File: config.mk
export PLATFORM = sky130hd
export DESIGN_NAME = trap_sequencer_flat
export DESIGN_NICKNAME = d
export VERILOG_FILES = /design/src/rtl/trap_sequencer_pkg.sv /design/src/rtl/trap_sequencer_if.sv /design/src/rtl/trap_sequencer.sv /design/src/flat_wrapper.sv
export SDC_FILE = /design/constraint.sdc
export NUM_CORES = 1
export LEC_CHECK = 0
export BUFFER_PORTS_ARGS = -buffer_cell sky130_fd_sc_hd__buf_2
export CORE_AREA = 3 3 131 133
export CTS_BUF_LIST = sky130_fd_sc_hd__clkbuf_4 sky130_fd_sc_hd__clkbuf_8
export CTS_CLUSTER_DIAMETER = 30
export DETAILED_ROUTE_END_ITERATION = 16
export DIE_AREA = 0 0 134 136
export PLACE_DENSITY = 0.63
export SLEW_MARGIN = 0
export SYNTH_ARGS = -nofsm -noshare
export SYNTH_HDL_FRONTEND = slang
export SYNTH_SLANG_ARGS = --single-unit
File: constraint.sdc
create_clock -name clk_i -period 4.1 [get_ports clk_i]
set_clock_uncertainty 0.05 [all_clocks]
set_input_delay 0.82 -clock clk_i [delete_from_list [all_inputs] [get_ports clk_i]]
set_output_delay 0.82 -clock clk_i [all_outputs]
set_load 0.01 [all_outputs]
File: src/rtl/trap_sequencer_pkg.sv
// Shared types for the trap-entry / MRET sequencer slice.
// Optional trap counter is enabled by defining TRAP_SEQ_CNT_EN.
package trap_sequencer_pkg;

  typedef logic [31:0] addr_t;

  typedef enum logic [1:0] {
    EXC_TYPE_NONE      = 2'd0,
    EXC_TYPE_EXCEPTION = 2'd1,
    EXC_TYPE_INTERRUPT = 2'd2
  } exc_type_e;

  typedef struct packed {
    exc_type_e   exc_type;
    logic [4:0]  cause;
    addr_t       pc;
    logic [31:0] tval;
  } exception_info_t;

  typedef enum logic [2:0] {
    IDLE     = 3'd0,
    DRAIN    = 3'd1,
    CSR_WR   = 3'd2,
    MRET     = 3'd3,
    REDIRECT = 3'd4
  } trap_seq_state_e;

  // mcause: interrupt flag in bit 31, cause code zero-extended below it.
  function automatic logic [31:0] trap_mcause(input exception_info_t info);
    return {(info.exc_type == EXC_TYPE_INTERRUPT), 26'd0, info.cause};
  endfunction

endpackage

File: src/rtl/trap_sequencer_if.sv
// Pipeline/CSR/fetch-side signal bundle of trap_sequencer (TRAP_SEQ_CNT_EN gates trap_count_o).
interface trap_sequencer_if
  import trap_sequencer_pkg::*;
#(
  parameter int unsigned CNT_WIDTH = 32
) ();

  logic                 exception_valid_i;
  exception_info_t      exception_info_i;
  addr_t                trap_vector_i;
  addr_t                irq_pc_i;
  logic                 mret_i;
  addr_t                mepc_i;
  logic                 pipe_drained_i;
  logic                 redirect_ready_i;

  logic                 flush_o;
  logic                 stall_fetch_o;
  logic                 busy_o;
  logic                 csr_trap_we_o;
  addr_t                csr_mepc_o;
  logic [31:0]          csr_mcause_o;
  logic [31:0]          csr_mtval_o;
  logic                 csr_mret_we_o;
  logic                 pc_redirect_valid_o;
  addr_t                pc_redirect_o;
  logic [CNT_WIDTH-1:0] trap_count_o;

  modport master (
    output exception_valid_i, exception_info_i, trap_vector_i, irq_pc_i,
           mret_i, mepc_i, pipe_drained_i, redirect_ready_i,
    input  flush_o, stall_fetch_o, busy_o, csr_trap_we_o, csr_mepc_o,
           csr_mcause_o, csr_mtval_o, csr_mret_we_o, pc_redirect_valid_o,
           pc_redirect_o, trap_count_o
  );

  modport slave (
    input  exception_valid_i, exception_info_i, trap_vector_i, irq_pc_i,
           mret_i, mepc_i, pipe_drained_i, redirect_ready_i,
    output flush_o, stall_fetch_o, busy_o, csr_trap_we_o, csr_mepc_o,
           csr_mcause_o, csr_mtval_o, csr_mret_we_o, pc_redirect_valid_o,
           pc_redirect_o, trap_count_o
  );

endinterface

File: src/rtl/trap_sequencer.sv
// Trap-entry / MRET sequencer: flush, drain, atomic CSR write, PC redirect.
// Define TRAP_SEQ_CNT_EN to build the wrapping trap counter on trap_count_o.
module trap_sequencer
  import trap_sequencer_pkg::*;
#(
  parameter int unsigned DRAIN_TIMEOUT = 16,
  parameter int unsigned CNT_WIDTH     = 32
) (
  input logic            clk_i,
  input logic            rst_ni,
  trap_sequencer_if.slave bus
);

  localparam int unsigned    DW         = $clog2(DRAIN_TIMEOUT + 1);
  localparam logic [DW-1:0]  DRAIN_LAST = DW'(DRAIN_TIMEOUT - 1);

  trap_seq_state_e state_q, state_d;
  logic [DW-1:0]   drain_cnt_q;
  addr_t           mepc_q, target_q;
  logic [31:0]     mcause_q, mtval_q;
  logic            is_idle, exc_take, mret_take, drain_done, is_irq;

  assign is_idle    = (state_q == IDLE);
  // Exception has priority over a same-cycle MRET; the MRET is dropped.
  assign exc_take   = is_idle && bus.exception_valid_i;
  assign mret_take  = is_idle && bus.mret_i && !bus.exception_valid_i;
  assign drain_done = bus.pipe_drained_i || (drain_cnt_q == DRAIN_LAST);
  assign is_irq     = (bus.exception_info_i.exc_type == EXC_TYPE_INTERRUPT);

  always_comb begin
    state_d = state_q;
    case (state_q)
      IDLE: begin
        if (exc_take)       state_d = DRAIN;
        else if (mret_take) state_d = MRET;
      end
      DRAIN:    if (drain_done) state_d = CSR_WR;
      CSR_WR:   state_d = REDIRECT;
      MRET:     state_d = REDIRECT;
      REDIRECT: if (bus.redirect_ready_i) state_d = IDLE;
      default:  state_d = IDLE;
    endcase
  end

  always_ff @(posedge clk_i or negedge rst_ni) begin
    if (!rst_ni) begin
      state_q     <= IDLE;
      drain_cnt_q <= '0;
      mepc_q      <= '0;
      mcause_q    <= '0;
      mtval_q     <= '0;
      target_q    <= '0;
    end else begin
      state_q <= state_d;
      if ((state_q == DRAIN) && !drain_done) drain_cnt_q <= drain_cnt_q + DW'(1);
      else                                   drain_cnt_q <= '0;
      if (exc_take) begin
        mepc_q   <= is_irq ? bus.irq_pc_i : bus.exception_info_i.pc;
        mcause_q <= trap_mcause(bus.exception_info_i);
        mtval_q  <= is_irq ? '0 : bus.exception_info_i.tval;
        target_q <= bus.trap_vector_i;
      end else if (mret_take) begin
        target_q <= bus.mepc_i;
      end
    end
  end

  // Flush is combinational in the accept cycle; gated so reset forces it low.
  assign bus.flush_o             = rst_ni && is_idle && (bus.exception_valid_i || bus.mret_i);
  assign bus.stall_fetch_o       = !is_idle;
  assign bus.busy_o              = !is_idle;
  assign bus.csr_trap_we_o       = (state_q == CSR_WR);
  assign bus.csr_mret_we_o       = (state_q == MRET);
  assign bus.pc_redirect_valid_o = (state_q == REDIRECT);
  assign bus.csr_mepc_o          = mepc_q;
  assign bus.csr_mcause_o        = mcause_q;
  assign bus.csr_mtval_o         = mtval_q;
  assign bus.pc_redirect_o       = target_q;

`ifdef TRAP_SEQ_CNT_EN
  logic [CNT_WIDTH-1:0] trap_cnt_q;

  always_ff @(posedge clk_i or negedge rst_ni) begin
    if (!rst_ni)                trap_cnt_q <= '0;
    else if (state_q == CSR_WR) trap_cnt_q <= trap_cnt_q + CNT_WIDTH'(1);
  end

  assign bus.trap_count_o = trap_cnt_q;
`else
  assign bus.trap_count_o = CNT_WIDTH'(0);
`endif

endmodule
File: src/flat_wrapper.sv
// flat-port wrapper written by rule: the top's interface ports become plain ports
module trap_sequencer_flat import trap_sequencer_pkg::*;
#(
  parameter int unsigned DRAIN_TIMEOUT = 16,
  parameter int unsigned CNT_WIDTH     = 32
)
  (clk_i, rst_ni, bus_exception_valid_i, bus_exception_info_i, bus_trap_vector_i, bus_irq_pc_i, bus_mret_i, bus_mepc_i, bus_pipe_drained_i, bus_redirect_ready_i, bus_flush_o, bus_stall_fetch_o, bus_busy_o, bus_csr_trap_we_o, bus_csr_mepc_o, bus_csr_mcause_o, bus_csr_mtval_o, bus_csr_mret_we_o, bus_pc_redirect_valid_o, bus_pc_redirect_o, bus_trap_count_o);
  trap_sequencer_if #(.CNT_WIDTH(CNT_WIDTH)) bus_i ();
  input logic clk_i;
  input logic rst_ni;
  input wire logic [$bits(bus_i.exception_valid_i)-1:0] bus_exception_valid_i;
  input wire logic [$bits(bus_i.exception_info_i)-1:0] bus_exception_info_i;
  input wire logic [$bits(bus_i.trap_vector_i)-1:0] bus_trap_vector_i;
  input wire logic [$bits(bus_i.irq_pc_i)-1:0] bus_irq_pc_i;
  input wire logic [$bits(bus_i.mret_i)-1:0] bus_mret_i;
  input wire logic [$bits(bus_i.mepc_i)-1:0] bus_mepc_i;
  input wire logic [$bits(bus_i.pipe_drained_i)-1:0] bus_pipe_drained_i;
  input wire logic [$bits(bus_i.redirect_ready_i)-1:0] bus_redirect_ready_i;
  output wire logic [$bits(bus_i.flush_o)-1:0] bus_flush_o;
  output wire logic [$bits(bus_i.stall_fetch_o)-1:0] bus_stall_fetch_o;
  output wire logic [$bits(bus_i.busy_o)-1:0] bus_busy_o;
  output wire logic [$bits(bus_i.csr_trap_we_o)-1:0] bus_csr_trap_we_o;
  output wire logic [$bits(bus_i.csr_mepc_o)-1:0] bus_csr_mepc_o;
  output wire logic [$bits(bus_i.csr_mcause_o)-1:0] bus_csr_mcause_o;
  output wire logic [$bits(bus_i.csr_mtval_o)-1:0] bus_csr_mtval_o;
  output wire logic [$bits(bus_i.csr_mret_we_o)-1:0] bus_csr_mret_we_o;
  output wire logic [$bits(bus_i.pc_redirect_valid_o)-1:0] bus_pc_redirect_valid_o;
  output wire logic [$bits(bus_i.pc_redirect_o)-1:0] bus_pc_redirect_o;
  output wire logic [$bits(bus_i.trap_count_o)-1:0] bus_trap_count_o;
  assign bus_i.exception_valid_i = bus_exception_valid_i;
  assign bus_i.exception_info_i = bus_exception_info_i;
  assign bus_i.trap_vector_i = bus_trap_vector_i;
  assign bus_i.irq_pc_i = bus_irq_pc_i;
  assign bus_i.mret_i = bus_mret_i;
  assign bus_i.mepc_i = bus_mepc_i;
  assign bus_i.pipe_drained_i = bus_pipe_drained_i;
  assign bus_i.redirect_ready_i = bus_redirect_ready_i;
  assign bus_flush_o = bus_i.flush_o;
  assign bus_stall_fetch_o = bus_i.stall_fetch_o;
  assign bus_busy_o = bus_i.busy_o;
  assign bus_csr_trap_we_o = bus_i.csr_trap_we_o;
  assign bus_csr_mepc_o = bus_i.csr_mepc_o;
  assign bus_csr_mcause_o = bus_i.csr_mcause_o;
  assign bus_csr_mtval_o = bus_i.csr_mtval_o;
  assign bus_csr_mret_we_o = bus_i.csr_mret_we_o;
  assign bus_pc_redirect_valid_o = bus_i.pc_redirect_valid_o;
  assign bus_pc_redirect_o = bus_i.pc_redirect_o;
  assign bus_trap_count_o = bus_i.trap_count_o;
  trap_sequencer #(.DRAIN_TIMEOUT(DRAIN_TIMEOUT), .CNT_WIDTH(CNT_WIDTH)) u_core (.clk_i(clk_i), .rst_ni(rst_ni), .bus(bus_i));
endmodule
* Word-level counts from Yosys, hierarchy flattened
Index checks and enable logic that the tools add are counted.
** Storage, ports and cells
- Register bits after elaboration :: 110
- Input port bits :: 173
- Output and inout port bits :: 166
- Word-level logic and storage cells :: 41
** Operators by class
- Add/subtract/negate cells :: 1
- Equal/unequal tests :: 9
- Mux-type cells :: 10
- Reduce and logical (&&, ||, !) cells :: 15
** Operator list (count)
- $mux W32 :: 4
- $mux W3 :: 4
- $pmux W3 S4 :: 1
- $eq A3 B2 Y1 const B :: 2
- $logic_and A1 B1 Y1 :: 6
- $add A5 B1 Y5 const B :: 1
- $eq A5 B4 Y1 const B :: 1
- $mux W5 :: 1
- $eq A3 B1 Y1 const B :: 1
- $eq A3 B3 Y1 const B :: 1
- $logic_not A1 Y1 :: 3
- $logic_not A3 Y1 :: 1
- $ne A3 B3 Y1 const B :: 1
- $reduce_and A3 Y1 :: 1
- $eq A2 B2 Y1 const B :: 1
- $logic_or A1 B1 Y1 :: 2
- $ne A2 B1 Y1 const B :: 1
- $ne A2 B2 Y1 const B :: 1
- $reduce_bool A2 Y1 :: 1
- $reduce_or A2 Y1 :: 1

* Depth between registers and ports, before layout
- Word-level depth :: 6
- Depth in mapped cells :: 6
- Gate-level depth less buffers :: 6

* Least setup slack after synthesis
No wires, ideal clock.
- Path kind :: input-to-output
- Start point :: input port bus_exception_valid_i
- End point :: output port bus_flush_o
- Data arrival time :: 1.504 ns
- Required time :: 3.230 ns
- Slack :: 1.726 ns
- Stages on the path :: 3
- Path buffers :: 1
- Cells stage by stage :: nor2_1 clkbuf_1 nor3b_1
** Between the ends
- Word-level cells in the longest chain between the ends :: 2
** RTL lines
- from (decl) :: line flat_wrapper.sv:11 : input wire logic [$bits(bus_i.exception_valid_i)-1:0] bus_exception_valid_i;
- $logic_or A1 B1 Y1 :: line trap_sequencer.sv:69 : assign bus.flush_o = rst_ni && is_idle && (bus.exception_valid_i || bus.mret_i);
- $logic_and A1 B1 Y1 :: line trap_sequencer.sv:69
- to (decl) :: line flat_wrapper.sv:19 : output wire logic [$bits(bus_i.flush_o)-1:0] bus_flush_o;
No other way between the ends.

* Worst setup path after layout
- Start point :: register u_core.state_q[0]
- End point :: output port bus_flush_o
** Between the ends
- Word-level cells in the longest chain between the ends :: 3
** RTL lines
- from (decl) :: line trap_sequencer.sv:17 : trap_seq_state_e state_q, state_d;
- from (signal assigned) :: line trap_sequencer.sv:54 : state_q <= state_d;
- $logic_not A3 Y1 :: line trap_sequencer.sv:23 : assign is_idle = (state_q == IDLE);
- $logic_and A1 B1 Y1 (2 in a row) :: line trap_sequencer.sv:69
No other way between the ends.

==> flow_metrics.tcl <==
set metrics [dict create \
    fmax_mhz 352 \
    required_ns 3.23 \
    crit_arrival_ns 1.97 \
    syn_area_um2 5370 \
    gp_congestion 0.787 \
    cts_buffers 9 \
    layout_min_cycle_time_ns 2.84 \
    grt_max_degree 104 \
    grt-ovfl-total 0 \
    switching_power_mw 1.84 \
    period_share_pct 69.4 \
    slew_violations 0 \
    rsz0062_at_grt "no" \
    synth_compound_area_share_pct 13.0 \
    pwr-share-clk_pct 18.1 \
    die_w_um 134 \
    crit_slowest_cell "dfrtp_1" \
    htreeDepth 3 \
    syn_avg_cell_area_um2 9.77 \
    yosysUniqueCellTypes 30 \
    drive_gt1_share_pct 38.1 \
    yosysTopAreaCellShare_pct 51.2 \
    io_pins 339 \
    regArea_um2 2750 \
    cts_tree "done" \
    finalPower_mw 4.69 \
    drc 0 \
    place_area_um2 6650 \
    ys_warn_count 0 \
    synthAdderAreaFrac_pct 0.466 \
    leakage_nw 3.91 \
    drt_iter0_drc 177 \
    clk-insertion-delay-late_ns 0.36 \
    r2r_slack_ns 2.03 \
    finalHoldViolCount 0 \
    grt_pass1_vias 4455 \
    cts.sinks 110 \
    die_area_um2 18200 \
    row_count 46 \
    seq_power_share_pct 40.7 \
    hold_buffers 0 \
    ant_nets 0 \
    cp-start-kind "flop" \
    wirelength_mm 14.8 \
    vias 4680 \
    design.core.area_um2 15900 \
    synth-simple-area-share_pct 16.1 \
    yosysSeqAreaShare_pct 51.2 \
    outcome "finished, final reports clean" \
    setup_viol 0 \
    grt_pass1_wl_mm 22.7 \
    min_to "u_core.bus.csr_mtval_o[11]" \
    layout.nets 980 \
    worstPathCellList "nor3_1 -> inv_2 -> nor3b_1 -> buf_2" \
    grt_usage_pct 15.5 \
    cts_resized 0 \
    root_buffer "clkbuf_8" \
    antenna_found_initial 0 \
    multi_input_area_um2 2160 \
    wl_per_cell_um 14.4 \
    crit_path_end_kind "output port" \
    cts.clk_slew.worst_paths_ns 0.10 \
    pwr-share-comb_pct 41.2 \
    hold_class "flop to flop" \
    synthCells 550 \
    synthMuxAreaShare_pct 5.96 \
    vias_per_cell 4.56 \
    io_buffers 280 \
    synth.area.top_cells "dfrtp_1 (51%), nand2_1 (10%), buf_4 (8.2%)" \
    dp_hpwl_mm 11.0 \
    setup_tns_ns 0 \
    synth_xor_area_share_pct 0.326 \
    power.density_nw_per_um2 678 \
    place_ws_ns 1.49 \
    design_area_um2 6910 \
    ff2ff_path_depth 3 \
    utilization_pct 43.4 \
    cap_violations 0 \
    hold_depth 2 \
    r2r_start "u_core.state_q[0]" \
    start_util_pct 33.7 \
    p_int_mw 2.85 \
    fin_ws_ns 1.26 \
    max-clock-path-buffers 2 \
    maxSlewHeadroom_pct 28.8 \
    worst_pin_slew_ns 1.07 \
    p_sw_share_pct 39.3 \
    syn_to_final_growth_pct 28.7 \
    fp.dieH_um 136 \
    drt_first_pass_iters 7 \
    diodes 0 \
    slowest_delay_ns 0.54 \
    cts_setup_buffers 0 \
    fill_cells 1616 \
    r2r_end "u_core.bus.csr_mepc_o[16]" \
    synth_top_cell_by_area "dfrtp_1" \
    crit_type "flop to output port" \
    synth_top_family_by_area "simple AND/OR/NAND/NOR gates" \
    ir_drop_mv 0.415 \
    critPathMaxFanout 36 \
    worstHoldStart "u_core.bus.csr_mtval_o[11]" \
    synth_seq_cells 110 \
]
## layout by cell type (no fill, tap or decap)
master     Yosys  layout
buf_2         11     279
nand2_1      146     146
dfrtp_1      110     110
conb_1         1      58
nand3_1       33      33
o21ai_1       33      33
a32oi_1       32      32
a22oi_1       32      32
mux2i_1       32      32
clkbuf_8       0       9
nor2_1         8       7
buf_4         59       7
bufinv_16      0       4
inv_1          3       3
and3_1         2       2
nor3b_1        2       2
nor4b_4        1       2
o21ai_0        2       2
ha_1           2       2
clkbuf_4       0       2
nor3_1         1       1
inv_2          1       1
nor4_1         1       1
xor2_1         1       1
xnor2_1        1       1
nand2b_1       2       1
nor2_2         0       1
or4b_4         1       1
nand2b_2       0       1
nor2b_1        1       1
a21oi_1        1       1
or4b_2         1       1
inv_6          0       1
## worst max-delay path: cells and delay by family, from the launching register on
kind | cells | cell delay (ns)
and+or+nand+nor | 2 | 0.59
buffers and inverters | 2 | 0.47
DFF | 1 | 0.54
## worst max-delay path by stage
stage	startpoint	to	slack (ns)	cells after the start
2_1_floorplan	bus_exception_valid_i	bus_flush_o	1.73	3
3_3_place_gp	bus_exception_info_i[69]	u_core.bus.csr_mtval_o[3]	1.52	5
3_5_place_dp	bus_exception_info_i[69]	u_core.bus.csr_mtval_o[3]	1.49	5
4_1_cts	u_core.state_q[0]	bus_flush_o	1.22	4
5_1_grt	u_core.state_q[0]	bus_flush_o	1.03	4
6_report	u_core.state_q[0]	bus_flush_o	1.26	4
## Yosys cell counts
cell,count
nand2_1,146
dfrtp_1,110
buf_4,59
nand3_1,33
o21ai_1,33
a22oi_1,32
a32oi_1,32
mux2i_1,32
clkbuf_1,20
buf_2,11
buf_6,9
nor2_1,8
inv_1,3
and3_1,2
ha_1,2
nand2b_1,2
nor3b_1,2
o21ai_0,2
a21oi_1,1
conb_1,1
inv_2,1
nor2b_1,1
nor3_1,1
nor4_1,1
nor4b_2,1
nor4b_4,1
or4b_2,1
or4b_4,1
xnor2_1,1
xor2_1,1
## flip-flops by register name (all words and copies together), names as in the netlist
signal / count
u_core.bus.csr_mcause_o: 6
u_core.bus.csr_mepc_o: 32
u_core.state_q: 3
u_core.bus.csr_mtval_o: 32
u_core.bus.pc_redirect_o: 32
u_core.drain_cnt_q: 5
## layout make-up
class                           instances  area share (%)
Clock buffer                           11            2.01
Sequential cell                       110            39.8
Inverter                                4           0.217
Multi-Input combinational cell        394            31.2
Timing Repair Buffer                  286            21.0
Clock inverter                          5            1.86
Tap cell                              216            3.91
## layer usage
| layer | GRT usage [%] | part of all wire, % | up-vias |
|---|---|---|---|
| met5 | 0 | 0 | - |
| met2 | 26.4 | 49 | 229 |
| li1 | - | - | 2290 |
| met4 | 4.86 | 1.3 | 0 |
| met1 | 19.0 | 40 | 2146 |
| met3 | 4.44 | 9.5 | 15 |
## kinds of logic after synthesis
kind of cell / count (synthesis)
fa+ha+maj: 2
flops: 110
xor+xnor: 2
other cells: 1
mux: 32
compound gates: 100
simple gates: 200
buf+inv: 103
## through the flow
| stage | hold slack (ns) | std cells |
|---|---|---|
| 3_3_place_gp | 0.396 | 1010 |
| 5_1_grt | 0.448 | 1026 |
| 2_1_floorplan | 0.383 | 607 |
| 4_1_cts | 0.423 | 1026 |
| 6_report | 0.418 | 1026 |
| 3_5_place_dp | 0.400 | 1010 |
## power groups by stage
stage          clock network [mW]  logic, mW  registers (mW)
5_1_grt                     0.924       2.17            1.97
3_3_place_gp                    0       1.94            1.92
4_1_cts                     0.888       1.96            1.91
6_report                    0.850       1.93            1.91
2_1_floorplan                   0       1.04            2.10
3_5_place_dp                    0       1.97            1.92
(Power assumes the default switching activity.)
